===== config.mk =====
export PLATFORM = sky130hd
export DESIGN_NAME = simple_uart_rx
export DESIGN_NICKNAME = d
export VERILOG_FILES = /design/src/rtl/simple_uart_rx.sv
export SDC_FILE = /design/constraint.sdc
export NUM_CORES = 1
export LEC_CHECK = 0
export CAP_MARGIN = 25
export CORE_ASPECT_RATIO = 0.75
export CORE_UTILIZATION = 46
export DETAILED_ROUTE_END_ITERATION = 10
export GPL_ROUTABILITY_DRIVEN = 0
export PLACE_DENSITY = 0.75
export SLEW_MARGIN = 20
export SYNTH_ARGS = -nofsm -noshare
export SYNTH_HDL_FRONTEND = slang
export SYNTH_SLANG_ARGS = --single-unit

===== constraint.sdc =====
create_clock -name i_clk -period 2.85 [get_ports i_clk]
set_input_delay 0.285 -clock i_clk [delete_from_list [all_inputs] [get_ports i_clk]]
set_output_delay 0.285 -clock i_clk [all_outputs]
set_load 0.05 [all_outputs]

===== src/rtl/simple_uart_rx.sv =====
// simple_uart_rx: Wishbone-polled 8N1 UART receiver with RX FIFO, sticky error flags and a level IRQ.
module simple_uart_rx #(
  parameter logic [31:0] WB_ADDR    = 32'h40000110,
  parameter int          CLK_FREQ   = 10000000,
  parameter int          BAUD       = 115200,
  parameter int          FIFO_DEPTH = 8
) (
  input  logic        i_clk,
  input  logic        i_rst_n,
  input  logic [31:0] i_wb_adr,
  input  logic [31:0] i_wb_dat,
  input  logic        i_wb_we,
  input  logic        i_wb_stb,
  output logic [31:0] o_wb_dat,
  output logic        o_wb_ack,
  input  logic        i_uart_rx,
  output logic        o_rx_irq
);
  localparam int CLKS_PER_BIT = CLK_FREQ / BAUD;
  localparam int HALF_BIT     = CLKS_PER_BIT / 2;
  localparam int AW           = $clog2(FIFO_DEPTH);
  localparam int CW           = $clog2(CLKS_PER_BIT + 1);
  localparam logic [CW-1:0] BIT_END  = CW'(CLKS_PER_BIT - 1);
  localparam logic [CW-1:0] HALF_END = CW'(HALF_BIT - 1);

  typedef enum logic [1:0] {IDLE, START, DATA, STOP} state_t;

  state_t          state, state_nx;
  logic            rx_m, rx_s, rx_p, fall;
  logic [CW-1:0]   cnt;
  logic [2:0]      bit_idx;
  logic [7:0]      shift;
  logic            tick, shift_en, stop_ok, stop_bad;
  logic [7:0]      mem [FIFO_DEPTH];
  logic [AW-1:0]   wr_ptr, rd_ptr;
  logic [AW:0]     count;
  logic            empty, full, push, pop, ovr_set;
  logic            overrun, frame_err;
  logic            hit_dat, hit_st, acc, wr_st;
  logic [31:0]     status;
  logic            unused;

  assign unused = ^{i_wb_dat[31:3], i_wb_dat[0]};

  always_ff @(posedge i_clk or negedge i_rst_n)
    if (!i_rst_n) {rx_m, rx_s, rx_p} <= 3'b111;
    else          {rx_m, rx_s, rx_p} <= {i_uart_rx, rx_m, rx_s};

  assign fall = rx_p & ~rx_s;
  assign tick = (state == START) ? (cnt == HALF_END) : (cnt == BIT_END);

  always_ff @(posedge i_clk or negedge i_rst_n)
    if (!i_rst_n) state <= IDLE;
    else          state <= state_nx;

  always_comb begin
    state_nx = state;
    case (state)
      IDLE:  state_nx = fall ? START : IDLE;
      START: state_nx = tick ? (rx_s ? IDLE : DATA) : START;
      DATA:  state_nx = (tick && bit_idx == 3'd7) ? STOP : DATA;
      STOP:  state_nx = tick ? IDLE : STOP;
    endcase
  end

  always_comb begin
    shift_en = (state == DATA) & tick;
    stop_ok  = (state == STOP) & tick & rx_s;
    stop_bad = (state == STOP) & tick & ~rx_s;
  end

  always_ff @(posedge i_clk or negedge i_rst_n)
    if (!i_rst_n) begin
      cnt     <= '0;
      bit_idx <= '0;
      shift   <= '0;
    end else begin
      cnt     <= (state == IDLE || tick) ? '0 : cnt + 1'b1;
      bit_idx <= (state != DATA) ? 3'd0 : bit_idx + 3'(shift_en);
      if (shift_en) shift <= {rx_s, shift[7:1]};
    end

  assign hit_dat = i_wb_adr == WB_ADDR;
  assign hit_st  = i_wb_adr == WB_ADDR + 32'd4;
  assign acc     = i_wb_stb & (hit_dat | hit_st) & ~o_wb_ack;
  assign wr_st   = acc & i_wb_we & hit_st;

  assign empty   = count == '0;
  assign full    = count == (AW+1)'(FIFO_DEPTH);
  assign pop     = acc & ~i_wb_we & hit_dat & ~empty;
  // A pop in the same cycle frees the slot, so a full FIFO can still accept.
  assign push    = stop_ok & (~full | pop);
  assign ovr_set = stop_ok & full & ~pop;

  always_ff @(posedge i_clk)
    if (push) mem[wr_ptr] <= shift;

  always_ff @(posedge i_clk or negedge i_rst_n)
    if (!i_rst_n) begin
      wr_ptr    <= '0;
      rd_ptr    <= '0;
      count     <= '0;
      overrun   <= 1'b0;
      frame_err <= 1'b0;
    end else begin
      wr_ptr    <= wr_ptr + AW'(push);
      rd_ptr    <= rd_ptr + AW'(pop);
      count     <= count + (AW+1)'(push) - (AW+1)'(pop);
      overrun   <= ovr_set | (overrun & ~(wr_st & i_wb_dat[1]));
      frame_err <= stop_bad | (frame_err & ~(wr_st & i_wb_dat[2]));
    end

  assign status = {16'b0, 8'(count), 5'b0, frame_err, overrun, ~empty};

  always_ff @(posedge i_clk or negedge i_rst_n)
    if (!i_rst_n) begin
      o_wb_ack <= 1'b0;
      o_wb_dat <= '0;
    end else begin
      o_wb_ack <= acc;
      if (acc && !i_wb_we) o_wb_dat <= hit_dat ? (empty ? 32'd0 : {23'b0, 1'b1, mem[rd_ptr]}) : status;
    end

  assign o_rx_irq = ~empty | overrun | frame_err;
endmodule


==> results.cfg, run 1 <==
[outcome]
status = finished clean

[logic_synthesis]
yosysSeqAreaShare_pct = 62.4
synth_flop_cell = edfxtp_1
synthesis.area_um2 = 5010
ys_ff_latch = 112
yosys.area.top_type = edfxtp_1
ys_async_sr_fraction_pct = 42.9
syn_avg_cell_area_um2 = 14.9
ys_warn_count = 0
synthDistinctLibCells = 53
yosysTopAreaCellShare_pct = 38.3
synthCells = 337
synth-edff-count = 64
yosys-top-cells-area = edfxtp_1, dfrtp_1, mux2_2, mux4_2, buf_4

[sta]
fin_skew_ns = 0.0104
fin_crit_ns = 2.73
tightest_slew_ns = 0.732
hold_viol = 0
period_share_pct = 95.7
hold-worst-slack_ns = 0.345
finalMaxSlewViolations = 0
rsz0062_at_grt = no
fmax_mhz = 367
finalSetupViolCount = 0
relSlewSlack_pct = 51.2

[detailed_routing]
drt_pass1_iterations = 4
drc = 0
vias = 2968
post_drt_wl_per_cell_um = 17.4
viasPerCell = 5.39
postRouteWirelength_mm = 9.61
ant_nets = 0
initialDrtViolationCount = 276

[floorplanning]
dieHeight_um = 92.4
core-area_um2 = 10500
die_w_um = 123
initial_core_util_pct = 48.0
die-area_um2 = 11300
io_pins = 103
num_rows = 32

[global_route]
antenna_found_initial = 0
grt_pass1_wl_mm = 15.6
grt.total_usage_pct = 18.6
first_global_vias = 2976
grt_max_degree = 32
grt_overflow = 0

[clock_network]
cts_inserted_buffers = 9
max-clock-path-buffers = 2
cts_tree = yes
path_clk_slew_ns = 0.07
h-tree-depth = 3
cts_resized = 0
clock-sinks = 112
cts_root_buffer = clkbuf_16
clk-insertion-delay-late_ns = 0.35

[setup_path]
cp-start-kind = register
path_class = register to register
cp_max_fo = 11
ff2ff_setup_slack_ns = 0.12
required_ns = 2.90
crit_arrival_ns = 2.78
end_kind = register

[placement]
portBuffers = 52
hpwl_mm = 6.81
dp_cells = 534

[finish]
area_delta_synth_final_pct = 21.6
num-nets-final = 492
fin_cells = 551
diodes = 0
drive_gt1_share_pct = 22.7

[hold_path]
hp-class = input pin to register

[run]
max_cap_viol_count = 0

[pwr]
power_density_nw_per_um2 = 567
leakage_uw = 0.00241
peakVddDrop_mv = 0.356
power.total_uw = 3450
sequential cells by signal, indices dropped and copies added, names as in the netlist:
register and cells:
o_wb_dat 12, frame_err 1, shift 8, rx_p 1, state 2, overrun 1
rx_m 1, count 4, wr_ptr 3, bit_idx 3, o_wb_ack 1, mem 64
rd_ptr 3, rx_s 1, cnt 7
per-stage QoR:
step | setup WS [ns] | area (um2) | setup TNS [ns] | utilization [%]
global route | 0.0290 | 6100 | 0 | 58.4
floorplan | -0.227 | 5090 | -3.63 | -
finish | 0.122 | 6100 | 0 | 58.4
global placement | -0.0531 | 5750 | -0.493 | 55.0
CTS | 0.111 | 6100 | 0 | 58.4
detailed placement | -0.131 | 5770 | -1.17 | 55.2
Yosys cell counts, types with 2 or more instances:
master / n
a2111oi_1: 2
a2111oi_2: 2
a2111oi_4: 2
a211oi_1: 2
a21oi_1: 5
and3b_1: 2
buf_1: 3
buf_2: 4
buf_4: 21
dfrtp_1: 45
dfstp_2: 3
edfxtp_1: 64
ha_1: 12
inv_1: 13
mux2_2: 28
mux2i_1: 5
mux4_2: 11
nand2_1: 11
nand2b_1: 10
nand3_1: 3
nand4_1: 4
nor2_1: 20
nor3_1: 9
nor3b_1: 4
nor4_1: 4
nor4_2: 2
nor4b_1: 2
o21ai_0: 6
o22ai_1: 5
or3_1: 2
xnor2_1: 5
xor2_1: 5
cells by family after synthesis:
family	share of synthesized area, %
buffers and inverters	5.04
AND/OR/NAND/NOR	9.58
multiplexers	12.5
AO/OA/AOI/OAI	5.29
flip-flops	62.4
adder cells (fa/ha/maj)	3.39
other	0.0748
XOR/XNOR	1.75
timing repair:
| action | CTS | global route |
|---|---|---|
| endpoints found under the hold margin | 17 | 0 |
| hold buffers | 1 | 0 |
| setup buffers | 0 | 0 |
worst max-delay path: stages, from the launching register on:
cell and delay (ns):
dfrtp_1 0.36, inv_1 0.08, ha_1 0.20, nor3b_1 0.14, or2_1 0.26, or4b_4 0.55
buf_12 0.18, a2111oi_1 0.38, buf_4 0.28
layout make-up:
class                   instances  area (um2)
inverters                      13        48.8
clock buffers                  11         254
flip-flops and latches        112        3130
well taps                     136         170
repair buffers                 73         713
multi-input cells             201        1720
clock inverters                 5        62.6
fillers                       779        4350
report_power, final:
| part | switching (uW) | leakage, uW | total (uW) | internal [uW] |
|---|---|---|---|---|
| clock network | 558 | 0.000147 | 1300 | 740 |
| registers | 80.5 | 0.00122 | 1840 | 1760 |
| logic | 177 | 0.00104 | 317 | 140 |
| total | 815 | 0.00241 | 3450 | 2640 |
routing by layer:
metal  global-route usage (%)  routed length (um)  vias up
met5                        0                   0        -
met4                     5.28                 114        0
met3                     4.13                 585        8
met2                     29.0                4590       89
met1                     26.1                4320     1502
li1                         -                   -     1369
placed cells by master (no fill, tap or decap), drive strengths merged, types with 9 or more instances in the layout:
cell type,n
buf,21
clkbuf,11
clkdlybuf4s50,51
conb,20
dfrtp,45
edfxtp,64
ha,12
inv,14
mux2,29
mux4,11
nand2,11
nand2b,10
nor2,20
nor3,9
final timing paths:
kind | from | to | depth (start not counted)
worst max register to register | count[2] | mem[5][5] | 8
worst max-delay path | count[2] | mem[5][5] | 8
max in group asynchronous | i_rst_n | rx_m | 3
min in group asynchronous | i_rst_n | o_wb_dat[10] | 2
worst min-delay path | i_uart_rx | rx_m | 1
worst min register to register | rx_m | rx_s | 0
Note: power is estimated with default switching activity, not from simulation.
==> inputs of run 2 (changes only) <==
--- a/config.mk
+++ b/config.mk
@@ -7,10 +7,9 @@
 export LEC_CHECK = 0
 export CAP_MARGIN = 25
 export CORE_ASPECT_RATIO = 0.75
-export CORE_UTILIZATION = 46
+export CORE_UTILIZATION = 53
 export DETAILED_ROUTE_END_ITERATION = 10
-export GPL_ROUTABILITY_DRIVEN = 0
-export PLACE_DENSITY = 0.75
+export PLACE_DENSITY = 0.81
 export SLEW_MARGIN = 20
 export SYNTH_ARGS = -nofsm -noshare
 export SYNTH_HDL_FRONTEND = slang
==> constraint.sdc (replaced) <==
create_clock -name i_clk -period 3.51 [get_ports i_clk]
set_input_delay 0.351 -clock i_clk [delete_from_list [all_inputs] [get_ports i_clk]]
set_output_delay 0.351 -clock i_clk [all_outputs]
set_load 0.05 [all_outputs]
==> run 2 against run 1 <==
Effect of this change:
- the flow now finishes with violations (negative hold slack)
- clock power shrank 25%
- critical path depth grew 2
- sequential power down 19%
- flip-flop and latch count unchanged
- non-clock buffer count shrank 7
- die area fell by 13%
- routed wire length fell by 3.6%
- total power down 21%
- worst hold slack got worse by 0.35 ns
- design area is 2.1% lower
- critical path type unchanged
==> results.cfg, run 2 (synthesized netlist as in run 1, its figures left out) <==
[floorplanning]
num_rows = 30
io_pins = 103
core-area_um2 = 9120
die_w_um = 114
initial_core_util_pct = 55.0
die-area_um2 = 9860
dieHeight_um = 86.2

[setup_path]
rr_worst_depth = 10
cp_max_fo = 14
r2r-start = count[2]
timing.rr.end = count[1]
crit_arrival_ns = 3.30
cp-start-kind = register
end_kind = register
required_ns = 3.80
path_class = register to register
ff2ff_setup_slack_ns = 0.50
startpoint = count[2]

[clock_network]
clk-insertion-delay-late_ns = 0.35
clock-sinks = 112
cts_tree = yes
cts_resized = 0
max-clock-path-buffers = 2
path_clk_slew_ns = 0.07
h-tree-depth = 3
cts_hold_buf = 0
cts_inserted_buffers = 9
post_cts_buffers = 0
cts_root_buffer = clkbuf_16

[detailed_routing]
initialDrtViolationCount = 247
vias = 2932
viasPerCell = 5.47
ant_nets = 0
postRouteWirelength_mm = 9.26
drt_pass1_iterations = 4
drc = 0
post_drt_wl_per_cell_um = 17.3

[global_route]
antenna_found_initial = 0
grt_util_met1_pct = 28.1
first_global_vias = 2906
top_usage_layer = met2
grt_pass1_wl_mm = 14.9
grt_overflow = 0
grt_max_degree = 49
gr-usage-met2_pct = 32.6
grt.total_usage_pct = 20.4
grt.met3_usage_pct = 5.80

[sta]
finalSetupViolCount = 0
tns_ns = 0
fin_skew_ns = 0.00887
tightest_slew_ns = 0.772
fin_crit_ns = 3.01
period_share_pct = 85.9
hold-worst-slack_ns = -0.00305
relSlewSlack_pct = 48.5
hold_viol = 3
rsz0062_at_grt = no
fmax_mhz = 332
finalMaxSlewViolations = 0

[finish]
regMostFlops = mem
most-common-layout-cells = edfxtp_1, clkdlybuf4s50_1, dfrtp_1, mux2_2
final_common_cell = edfxtp_1
multi_input_area_um2 = 1720
num-nets-final = 485
ff_latch_area_um2 = 3130
top_regs = mem (64), o_wb_dat (12), shift (8)
drive_gt1_share_pct = 21.8
area_delta_synth_final_pct = 19.0
fillCellCount = 644
diodes = 0
finalInstanceArea_um2 = 5970
largest_reg_flops = 64

[pwr]
power.internal_uw = 2040
seqPwrFrac_pct = 55.1
peakVddDrop_mv = 0.315
pwr-share-comb_pct = 9.2
power_density_nw_per_um2 = 454
clockPowerShare_pct = 35.7
swShare_pct = 25.0
p_switching_uw = 677
leakage_uw = 0.00239

[placement]
portBuffers = 52
gp_congestion = 0.761
post_dp_cell_area_um2 = 5680
hpwl_mm = 6.59

[outcome]
violations = negative hold slack
status = finished, violations left

[run]
max_cap_viol_count = 0

[hold_path]
hp-class = input pin to async pin
-- run 2: changes by cell type in the layout (fill, tap and decap cells not counted), sizes merged --
cell / delta
clkbuf: -2
dlygate4sd3: -1
clkinvlp: -2
buf: -6
inv: +3
bufinv: -1
clkinv: +2
-- run 2: per-stage QoR --
step           std cells  utilization [%]  worst slack [ns]  power (uW)
6_report             536             65.4             0.495        2710
5_1_grt              536             65.4             0.389        2820
3_5_place_dp         520             62.3             0.354        1770
2_1_floorplan        356                -             0.433        1690
3_3_place_gp         520             62.3             0.405        1750
4_1_cts              536             65.4             0.497        2730
-- run 2: worst max-delay path by stage --
stage	end	slack, ns	depth (start not counted)
6_report	count[1]	0.50	10
5_1_grt	count[1]	0.39	10
4_1_cts	count[1]	0.50	10
3_5_place_dp	count[1]	0.35	9
3_3_place_gp	count[1]	0.41	9
2_1_floorplan	mem[5][0]	0.43	7
-- run 2: critical path: stages, from the launching register on --
cell     delay [ns]
dfrtp_1        0.37
inv_1          0.09
ha_1           0.20
nor3b_1        0.17
or2_1          0.38
or4b_4         0.68
mux2_4         0.34
ha_1           0.19
inv_1          0.07
fa_1           0.41
inv_1          0.06
-- run 2: final cells by class --
cell class	count	share of cell area, %
flip-flops and latches	112	52.4
multi-input cells	201	28.9
repair buffers	66	10.4
clock buffers	9	3.77
well taps	128	2.68
clock inverters	7	1.05
inverters	13	0.817
-- run 2: per-layer routing --
layer | routed length, um | up-vias | part of all wire (%)
li1 | - | 1357 | -
met1 | 3980 | 1475 | 43
met2 | 4600 | 95 | 50
met3 | 642 | 5 | 6.9
met4 | 36 | 0 | 0.39
met5 | 0 | - | 0
-- run 2: power groups by stage --
stage	Clock (uW)	Combinational, uW	Sequential, uW
after floorplan	0	190	1500
after global placement	0	240	1510
after detailed placement	0	250	1520
after CTS	988	252	1490
after global routing	1040	280	1500
final	969	250	1490
